### src/rtl/aes_gf_pkg.sv
// GF(2^8) helpers and the shared FSM state type for the
// iterative AES round stages.
package aes_gf_pkg;

   localparam logic [7:0] AES_POLY = 8'h1B;

   typedef enum logic [1:0] {
      IDLE = 2'd0,
      BUSY = 2'd1,
      DONE = 2'd2
   } iter_state_e;

   function automatic logic [7:0] xtime(input logic [7:0] x);
      return {x[6:0], 1'b0} ^ (x[7] ? AES_POLY : 8'h00);
   endfunction

   function automatic logic [7:0] gmul09(input logic [7:0] x);
      logic [7:0] x8;
      x8 = xtime(xtime(xtime(x)));
      return x8 ^ x;
   endfunction

   function automatic logic [7:0] gmul0b(input logic [7:0] x);
      logic [7:0] x2;
      logic [7:0] x8;
      x2 = xtime(x);
      x8 = xtime(xtime(x2));
      return x8 ^ x2 ^ x;
   endfunction

   function automatic logic [7:0] gmul0d(input logic [7:0] x);
      logic [7:0] x4;
      logic [7:0] x8;
      x4 = xtime(xtime(x));
      x8 = xtime(x4);
      return x8 ^ x4 ^ x;
   endfunction

   function automatic logic [7:0] gmul0e(input logic [7:0] x);
      logic [7:0] x2;
      logic [7:0] x4;
      logic [7:0] x8;
      x2 = xtime(x);
      x4 = xtime(x2);
      x8 = xtime(x4);
      return x8 ^ x4 ^ x2;
   endfunction

endpackage

### src/rtl/inv_mix_column_word.sv
// One InvMixColumns column: 32-bit column in, 32-bit column out.
// Byte s0 is the most significant byte of the column.
module inv_mix_column_word
   import aes_gf_pkg::*;
(
   input  logic [31:0] col_i,
   output logic [31:0] col_o
);

   logic [7:0] s0, s1, s2, s3;

   assign s0 = col_i[31:24];
   assign s1 = col_i[23:16];
   assign s2 = col_i[15:8];
   assign s3 = col_i[7:0];

   // Each output row is a fixed rotation of the {0e,0b,0d,09} row.
   always_comb begin
      col_o[31:24] = gmul0e(s0) ^ gmul0b(s1) ^ gmul0d(s2) ^ gmul09(s3);
      col_o[23:16] = gmul09(s0) ^ gmul0e(s1) ^ gmul0b(s2) ^ gmul0d(s3);
      col_o[15:8]  = gmul0d(s0) ^ gmul09(s1) ^ gmul0e(s2) ^ gmul0b(s3);
      col_o[7:0]   = gmul0b(s0) ^ gmul0d(s1) ^ gmul09(s2) ^ gmul0e(s3);
   end

endmodule

### src/rtl/inv_mix_columns_iter.sv
// Iterative InvMixColumns: latches a state, transforms
// COLS_PER_CYCLE columns per clock, then holds the result.
module inv_mix_columns_iter
   import aes_gf_pkg::*;
#(
   parameter int COLS_PER_CYCLE = 1
) (
   input  logic         clk,
   input  logic         rst,
   input  logic         in_valid,
   output logic         in_ready,
   input  logic [127:0] in_state,
   output logic         out_valid,
   input  logic         out_ready,
   output logic [127:0] out_state
);

   localparam int C = COLS_PER_CYCLE;

   if (!(C == 1 || C == 2 || C == 4)) begin : g_bad_cols
      $error("COLS_PER_CYCLE must be 1, 2 or 4");
   end

   iter_state_e  state_q, state_d;
   logic [1:0]   col_cnt_q, col_cnt_d;
   logic [127:0] src_q;
   logic [127:0] out_q, out_d;
   logic [2:0]   cnt_sum;

   logic [1:0]   col_idx [C];
   logic [31:0]  col_in  [C];
   logic [31:0]  col_out [C];

   assign in_ready  = (state_q == IDLE) && !rst;
   assign out_valid = (state_q == DONE);
   assign out_state = out_q;

   // Wide enough to see col_cnt + C reach 4 without wrapping.
   assign cnt_sum = {1'b0, col_cnt_q} + 3'(C);

   for (genvar k = 0; k < C; k++) begin : g_col
      assign col_idx[k] = col_cnt_q + 2'(k);
      assign col_in[k]  = src_q[32*(3-int'(col_idx[k])) +: 32];

      inv_mix_column_word u_word (
         .col_i (col_in[k]),
         .col_o (col_out[k])
      );
   end

   // Next-state: accept, walk the columns, then hold until drained.
   always_comb begin
      state_d   = state_q;
      col_cnt_d = col_cnt_q;
      out_d     = out_q;
      unique case (state_q)
         IDLE: begin
            if (in_valid) begin
               state_d   = BUSY;
               col_cnt_d = 2'd0;
            end
         end
         BUSY: begin
            for (int k = 0; k < C; k++) begin
               out_d[32*(3-int'(col_idx[k])) +: 32] = col_out[k];
            end
            if (cnt_sum == 3'd4) begin
               state_d   = DONE;
               col_cnt_d = 2'd0;
            end else begin
               col_cnt_d = cnt_sum[1:0];
            end
         end
         DONE: begin
            if (out_ready) begin
               state_d = IDLE;
            end
         end
         default: begin
            state_d   = IDLE;
            col_cnt_d = 2'd0;
         end
      endcase
   end

   // Control and result registers; reset discards any partial result.
   always_ff @(posedge clk) begin
      if (rst) begin
         state_q   <= IDLE;
         col_cnt_q <= 2'd0;
         out_q     <= '0;
      end else begin
         state_q   <= state_d;
         col_cnt_q <= col_cnt_d;
         out_q     <= out_d;
      end
   end

   // Source state is captured only on the accepting edge.
   always_ff @(posedge clk) begin
      if (rst) begin
         src_q <= '0;
      end else if (in_valid && in_ready) begin
         src_q <= in_state;
      end
   end

endmodule

### config.mk
export PLATFORM = sky130hd
export DESIGN_NAME = inv_mix_columns_iter
export DESIGN_NICKNAME = d
export VERILOG_FILES = /design/src/rtl/aes_gf_pkg.sv /design/src/rtl/inv_mix_column_word.sv /design/src/rtl/inv_mix_columns_iter.sv
export SDC_FILE = /design/constraint.sdc
export NUM_CORES = 1
export LEC_CHECK = 0
export CORE_MARGIN = 2
export CORE_UTILIZATION = 32
export DETAILED_ROUTE_END_ITERATION = 16
export PLACE_DENSITY_LB_ADDON = 0.1
export SYNTH_ARGS = -nofsm -noshare
export SYNTH_HDL_FRONTEND = slang
export SYNTH_SLANG_ARGS = --single-unit
### constraint.sdc
create_clock -name clk -period 6.1 [get_ports clk]
set_clock_uncertainty 0.15 [all_clocks]
set_input_delay 1.525 -clock clk [delete_from_list [all_inputs] [get_ports clk]]
set_output_delay 1.525 -clock clk [all_outputs]
set_load 0.02 [all_outputs]
[Word-level counts from Yosys, hierarchy flattened]
Index checks and enable logic that the tools add are counted.
Word-level totals
  flip-flop bits (word level): 260
  input bits: 132
  output and inout bits: 130
  word-level logic and storage cells: 91
Operators by class
  add/subtract/negate cells: 3
  eq/ne operators: 6
  shift operators: 3
  mux-type cells: 20
  bitwise operators: 49
  reductions and logical operators: 6
Operators with widths (count)
  $xor A8 B8 Y8: 48
  $bwmux W128: 1
  $shift A32 B33 Y128 const A: 1
  $shiftx A128 B8 Y32: 1
  $shiftx A32 B33 Y128: 1
  $mux W5: 12
  $neg A8 Y33: 1
  $pmux W2 S3: 2
  $mux W2: 5
  $ne A2 B2 Y1 const B: 2
  $add A2 B1 Y3 const B: 1
  $eq A3 B3 Y1 const B: 1
  $reduce_and A3 Y1: 1
  $sub A2 B2 Y3 const A: 1
  $eq A2 B1 Y1 const B: 1
  $eq A2 B2 Y1 const B: 1
  $logic_and A1 B1 Y1: 2
  $logic_not A2 Y1: 1
  $ne A2 B1 Y1 const B: 1
  $reduce_and A2 Y1: 1
  $logic_not A1 Y1: 1
  $not A1 Y1: 1

[Logic depth before layout (Yosys ltp)]
Gate-level depths: netlist of the first run.
  word-level depth: 15
  depth in mapped cells: 12
  depth with buffers taken out: 7

[Hierarchy]
Synthesis of the first run repeated with hierarchy kept, for this count alone.
Unflattened totals
  cells, all modules: 1279
  area, all modules: 12414.4 um^2
Modules (own cells, without submodules)
  inv_mix_columns_iter: instances 1, cells each 1062, area an instance 10080.9 um^2, sequential area each 5205.0 um^2
  inv_mix_column_word: instances 1, cells each 217, area an instance 2333.5 um^2, sequential area each 0.0 um^2

[Worst setup path before layout of the first run]
OpenSTA, ideal clock, no wires.
  path kind: input -> register
  from: input rst
  to: register src_q[125]
  setup time: 0.074 ns
  data arrival time: 3.649 ns
  data required time: 5.876 ns
  slack: 2.226 ns
  cell stages on the path: 9
  buffers on the path: 5
  cell sequence: clkbuf_1 nor3_1 and2_1 clkbuf_1 clkbuf_1 clkbuf_1 clkbuf_1 nand2_1 o21ai_0
Between the ends
  longest elaborated chain between the ends: 3
Ends and longest elaborated chain
  start, declared: line inv_mix_columns_iter.sv:9  | input logic rst,
  $logic_not A1 Y1: line inv_mix_columns_iter.sv:34  | assign in_ready = (state_q == IDLE) && !rst;
  $logic_and A1 B1 Y1: line inv_mix_columns_iter.sv:34
  net in_ready: line inv_mix_columns_iter.sv:11  | output logic in_ready,
  $logic_and A1 B1 Y1: line inv_mix_columns_iter.sv:103  | end else if (in_valid && in_ready) begin
  end signal, assigned: line inv_mix_columns_iter.sv:104  | src_q <= in_state;
  end, declared: line inv_mix_columns_iter.sv:26  | logic [127:0] src_q;
The timed path passes the listed nets, and every way through them passes these cells.
A chain may end at the register's enable or synchronous reset.

[Final worst setup path of the first run]
  from: input rst
  to: output in_ready
Between the ends
  longest elaborated chain between the ends: 2
Ends and longest elaborated chain (line)
  $logic_not A1 Y1: inv_mix_columns_iter.sv:34
  $logic_and A1 B1 Y1: inv_mix_columns_iter.sv:34
  end, declared: inv_mix_columns_iter.sv:11
Every way passes these cells.

==> impl_metrics.toml, run 1 <==
[place]
port_buffers = 261
gp_congestion = 0.822
hpwlAfterDp_um = 26200
place_area_um2 = 15100
place_inst = 1914

[route]
totalWireLength_um = 35500
drc = 0
drt_iter0_drc = 531
wl_per_cell_um = 18.1
route.vias.total = 9224
vias_per_cell = 4.69
ant_nets = 0
dr.pass1.iters = 5

[clocking]
post_cts_resized = 0
cts_tree = "built"
tritoncts.num_buffers = 29
postCtsHoldBufs = 0
clk_path_buf_depth = 3
clk_pin_slew_ns = 0.06
clkSinkCount = 260
cts_root_buf = "clkbuf_16"
clock_latency_ns = 0.54
cts-htree-levels = 1
cts_setup_buffers = 0

[timing]
max_slew_margin_pct = 25.7
tns_ns = 0
max_freq_mhz = 225
slew_violations = 0
rsz0062_at_grt = "false"
finalSetupViolations = 0
hold_viol_final = 0
fin_crit_sh_pct = 73.0
tightest_slew_ns = 1.11
finalCriticalPeriod_ns = 4.45

[floorplan]
start_util_pct = 32.4
rows = 71
die_height_um = 199
die_w_um = 199
dieArea_um2 = 39500
core-area_um2 = 37500
io-pin-count = 262

[layout]
final_nets = 1571
fill_cells = 3788
postLayoutCoreUtil_pct = 42.7
drive_above_1_share_pct = 9.15
diodes = 0
design_area_um2 = 16000
final_cell_count_no_fill = 1965
syn2layout_area_growth_pct = 31.8

[pwr]
leakagePower_nw = 5.60
vdd_ir_drop_max_uv = 199
power_density_nw_per_um2 = 353
power_mw = 5.65

[global_routing]
grt_max_degree = 102
groute.usage.overall_pct = 17.6
overflow = 0
grt_pass1_wl_um = 53700
antenna_found_initial = 3
grt_pass1_vias = 9006

[logic_synthesis]
netlist_area_um2 = 12100
synth_edf_count = 0
synth-seq-cells = 260
synth_area_per_cell_um2 = 9.93
seq_area_frac_synth_pct = 42.8
synth_cells = 1223
yosysWarnings = 0
ys.flop_type = "dfxtp_1"
syn-num-nets = 1360
async_flop_share_pct = 0
synthDistinctLibCells = 29

[setup_path]
worstPathRequired_ns = 4.43
cp-start-kind = "input port"
cp.arrival_ns = 2.78
cp_max_fo = 76
crit_type = "in2out"
end_kind = "primary output"

[hold_path]
hold_class = "reg2reg"

[outcome]
outcome = "finished clean"

[flow_run]
drv_cap = 0
[critical path, cell delays in order]
cell and delay (ns):
buf_6 0.24, nor3_1 0.31, clkdlybuf4s50_1 0.67
[where the power goes]
part | switching [mW] | leakage [nW] | internal, mW | total (mW)
Sequential | 0.0711 | 2.12 | 1.81 | 1.88
Clock | 0.668 | 0.453 | 1.01 | 1.68
Combinational | 1.24 | 3.02 | 0.844 | 2.09
[cells in the mapped netlist, types with 6 or more instances]
| master | number | share of area (%) |
|---|---|---|
| nand2_1 | 135 | 4.2 |
| xnor3_1 | 11 | 2.0 |
| mux4_2 | 32 | 5.9 |
| xnor2_4 | 6 | 1.4 |
| o21ai_0 | 128 | 5.3 |
| xnor2_2 | 19 | 2.5 |
| dfxtp_1 | 260 | 43 |
| xnor2_1 | 111 | 8.0 |
| xor2_1 | 37 | 2.7 |
| clkbuf_1 | 78 | 2.4 |
| xor2_2 | 9 | 1.2 |
| buf_4 | 6 | 0.37 |
| a22o_1 | 44 | 3.2 |
| nand2b_1 | 128 | 6.6 |
| a22oi_1 | 87 | 5.4 |
| nor2_1 | 91 | 2.8 |
[area by class of cell]
type | count | area [um2] | share of cell area, %
Clock inverter | 4 | 45.0 | 0.281
Multi-Input combinational cell | 864 | 6500 | 40.6
Clock buffer | 47 | 873 | 5.45
Sequential cell | 260 | 5210 | 32.5
Timing Repair Buffer | 275 | 2730 | 17.1
Tap cell | 511 | 639 | 3.99
Inverter | 4 | 15.0 | 0.0937
[metrics by stage]
stage / hold WS (ns) / setup WS, ns
CTS: 0.323 / 1.65
global route: 0.340 / 1.55
global placement: 0.306 / 1.66
detailed placement: 0.307 / 1.65
floorplan: 0.296 / 2.23
finish: 0.318 / 1.65
[path summary, 6_finish.rpt]
path | from | end | slack (ns) | cells after the start
max | rst | in_ready | 1.65 | 3
min reg2reg | src_q[46] | src_q[46] | 0.32 | 2
min | src_q[46] | src_q[46] | 0.32 | 2
max reg2reg | col_cnt_q[0] | out_state[44] | 2.04 | 8
[kinds of logic after synthesis]
group                      count (synthesis)  share of synthesized area [%]
and+or+nand+nor                          365                           14.1
xor gates and xnor gates                 197                           18.7
AOI/OAI and AO/OA                        264                           14.0
buffers and inverters                     99                           3.81
adders and majority gates                  5                          0.515
DFF                                      260                           42.8
muxes                                     33                           6.02
[metal layers]
metal  GRT usage [%]  vias to the layer above  share of wire [%]
met5               0                        -               0.11
met4            3.65                        6                1.7
met3            3.36                       47                5.6
met2            27.4                      264                 44
met1            25.2                     4356                 48
li1                -                     4551                  -
[cells in the final DEF, fill, tap and decap left out, types with 4 or more instances in the layout]
cell             synthesis  routed
a21oi_1                  5       5
a22o_1                  44      44
a22oi_1                 87      87
buf_4                    6      13
clkbuf_1                78      10
clkbuf_16                0      29
clkbuf_8                 0       8
clkdlybuf4s50_1          0     260
dfxtp_1                260     258
ha_1                     5       5
inv_1                    4       4
mux4_2                  32      32
nand2_1                135     135
nand2b_1               128     128
nor2_1                  91      91
o21ai_0                128     128
xnor2_1                111     111
xnor2_2                 19      19
xnor2_4                  6       6
xnor3_1                 11      11
xor2_1                  37      37
xor2_2                   9       9
[registers in the layout, indices dropped and copies added (netlist names)]
signal     count
col_cnt_q      2
out_state    128
src_q        128
state_q        2
No activity file was read; power rests on OpenSTA's default activity.
==> run 2: changes to the inputs <==
Clock period 6.1 ns to 3.65 ns, I/O delays scaled along.
==> impl_metrics.toml, run 2 (synthesis gave the netlist of run 1 again) <==
[setup_path]
crit_buf_inv = 2
reg2regPathDepth = 9
cpPeakStageDelay_ns = 0.70
worstReg2RegStart = "col_cnt_q[1]"
cp-start-kind = "flop"
cp_slowest_cell = "xnor2_1"
cp_top_family = "XOR/XNOR gates"
r2r_slack_ns = 0.23
cp_max_fo = 16
crit_chain = "buf_4 > mux4_2 > xnor2_2 > buf_4 > xnor2_1 > xnor2_1 > xnor2_1 > a22oi_1 > nor2_1"
r2r-end = "out_state[81]"
cp.arrival_ns = 3.75
cp_common_cell = "xnor2_1"
end_kind = "flop"
crit_type = "reg2reg"
worstPathRequired_ns = 3.97

[layout]
final_cell_count_no_fill = 1986
drive_above_1_share_pct = 10.6
multiInputGateArea_um2 = 6500
area.sequential_um2 = 5210
final_common_cell = "clkdlybuf4s50_1"
diodes = 0
postLayoutCoreUtil_pct = 43.2
final_cell_mix = "clkdlybuf4s50_1, dfxtp_1, nand2_1"
fill_cells = 3738
syn2layout_area_growth_pct = 33.2
final_nets = 1596

[pwr]
leakagePower_nw = 5.70
power_density_nw_per_um2 = 583
vdd_ir_drop_max_uv = 335

[timing]
finalSetupViolations = 0
rsz0062_at_grt = "false"
max_freq_mhz = 292
tightest_slew_ns = 1.03
tns_ns = 0
hold_viol_final = 0
finalCriticalPeriod_ns = 3.42
max_slew_margin_pct = 31.5
slew_violations = 0
fin_crit_sh_pct = 93.8

[flow_run]
drv_cap = 0

[floorplan]
rows = 71
die_height_um = 199
start_util_pct = 32.4
io-pin-count = 262
die_w_um = 199
dieArea_um2 = 39500
core-area_um2 = 37500

[global_routing]
groute.usage.overall_pct = 18.1
grt_max_degree = 113
grt_pass1_wl_um = 55100
grt_pass1_vias = 9147
antenna_found_initial = 0
overflow = 0

[route]
vias_per_cell = 4.67
drc = 0
route.vias.total = 9284
dr.pass1.iters = 5
totalWireLength_um = 36600
wl_per_cell_um = 18.4
ant_nets = 0
drt_iter0_drc = 519

[clocking]
tritoncts.num_buffers = 29
clock_latency_ns = 0.56
postCtsHoldBufs = 0
clk_pin_slew_ns = 0.06
cts-htree-levels = 1
clkSinkCount = 260
post_cts_resized = 0
cts_root_buf = "clkbuf_16"
cts_setup_buffers = 0
clk_path_buf_depth = 3
cts_tree = "built"

[place]
gp_congestion = 0.836
place_inst = 1939
hpwlAfterDp_um = 27100
port_buffers = 261

[hold_path]
min_path_cells = 2
min_from = "src_q[107]"
hold_class = "reg2reg"
worst_hold_path.endpoint = "src_q[107]"

[outcome]
outcome = "finished clean"
==> run 2: cell types whose count changed in the layout (fill, tap and decap cells not counted), sizes merged <==
cell      delta
clkinvlp     +1
clkbuf       -6
bufinv       -1
inv          +2
buf         +25
==> run 2: cell type report <==
cell class | instances | area share, %
clock buffer | 41 | 5.07
clock inverter | 6 | 0.247
inverter | 4 | 0.0928
multi-input combinational | 864 | 40.2
sequential | 260 | 32.2
tap | 511 | 3.95
timing repair buffer | 300 | 18.3
==> run 2: worst max path at each step <==
| stage | start | end | slack [ns] | cells after the start |
|---|---|---|---|---|
| 2_1_floorplan | rst | src_q[125] | 0.39 | 9 |
| 3_3_place_gp | col_cnt_q[1] | out_state[81] | 0.16 | 9 |
| 3_5_place_dp | col_cnt_q[1] | out_state[81] | 0.16 | 9 |
| 4_1_cts | col_cnt_q[1] | out_state[81] | 0.12 | 9 |
| 5_1_grt | col_cnt_q[1] | out_state[17] | 0.03 | 9 |
| 6_report | col_cnt_q[1] | out_state[81] | 0.23 | 9 |
==> run 2: layer usage <==
metal  track usage (%)  vias up  wire, um
met5                 0        -         0
met4              3.23        0       496
met3              3.10       38      2050
met2              28.0      263     16000
met1              26.6     4357     18000
li1                  -     4626         -
==> run 2: through the flow <==
step | area (um2) | hold slack (ns) | setup slack, ns | power, mW
4_1_cts | 16200 | 0.324 | 0.123 | 9.58
3_5_place_dp | 15300 | 0.313 | 0.157 | 6.85
3_3_place_gp | 15300 | 0.306 | 0.164 | 6.83
5_1_grt | 16200 | 0.342 | 0.0262 | 9.93
2_1_floorplan | 12100 | 0.296 | 0.389 | 5.52
6_report | 16200 | 0.319 | 0.225 | 9.43
==> run 2: power breakdown <==
part	switching (mW)	total [mW]	internal (mW)
Sequential	0.120	3.15	3.03
Clock	1.16	2.70	1.55
Combinational	2.08	3.58	1.50
Total	3.36	9.43	6.08
==> run 2: tightest hold or removal path, delay by kind of cell (launching register included) <==
kind,cells,cell delay [ns]
and+or+nand+nor,1,0.06
DFF,1,0.31
AOI/OAI and AO/OA,1,0.06
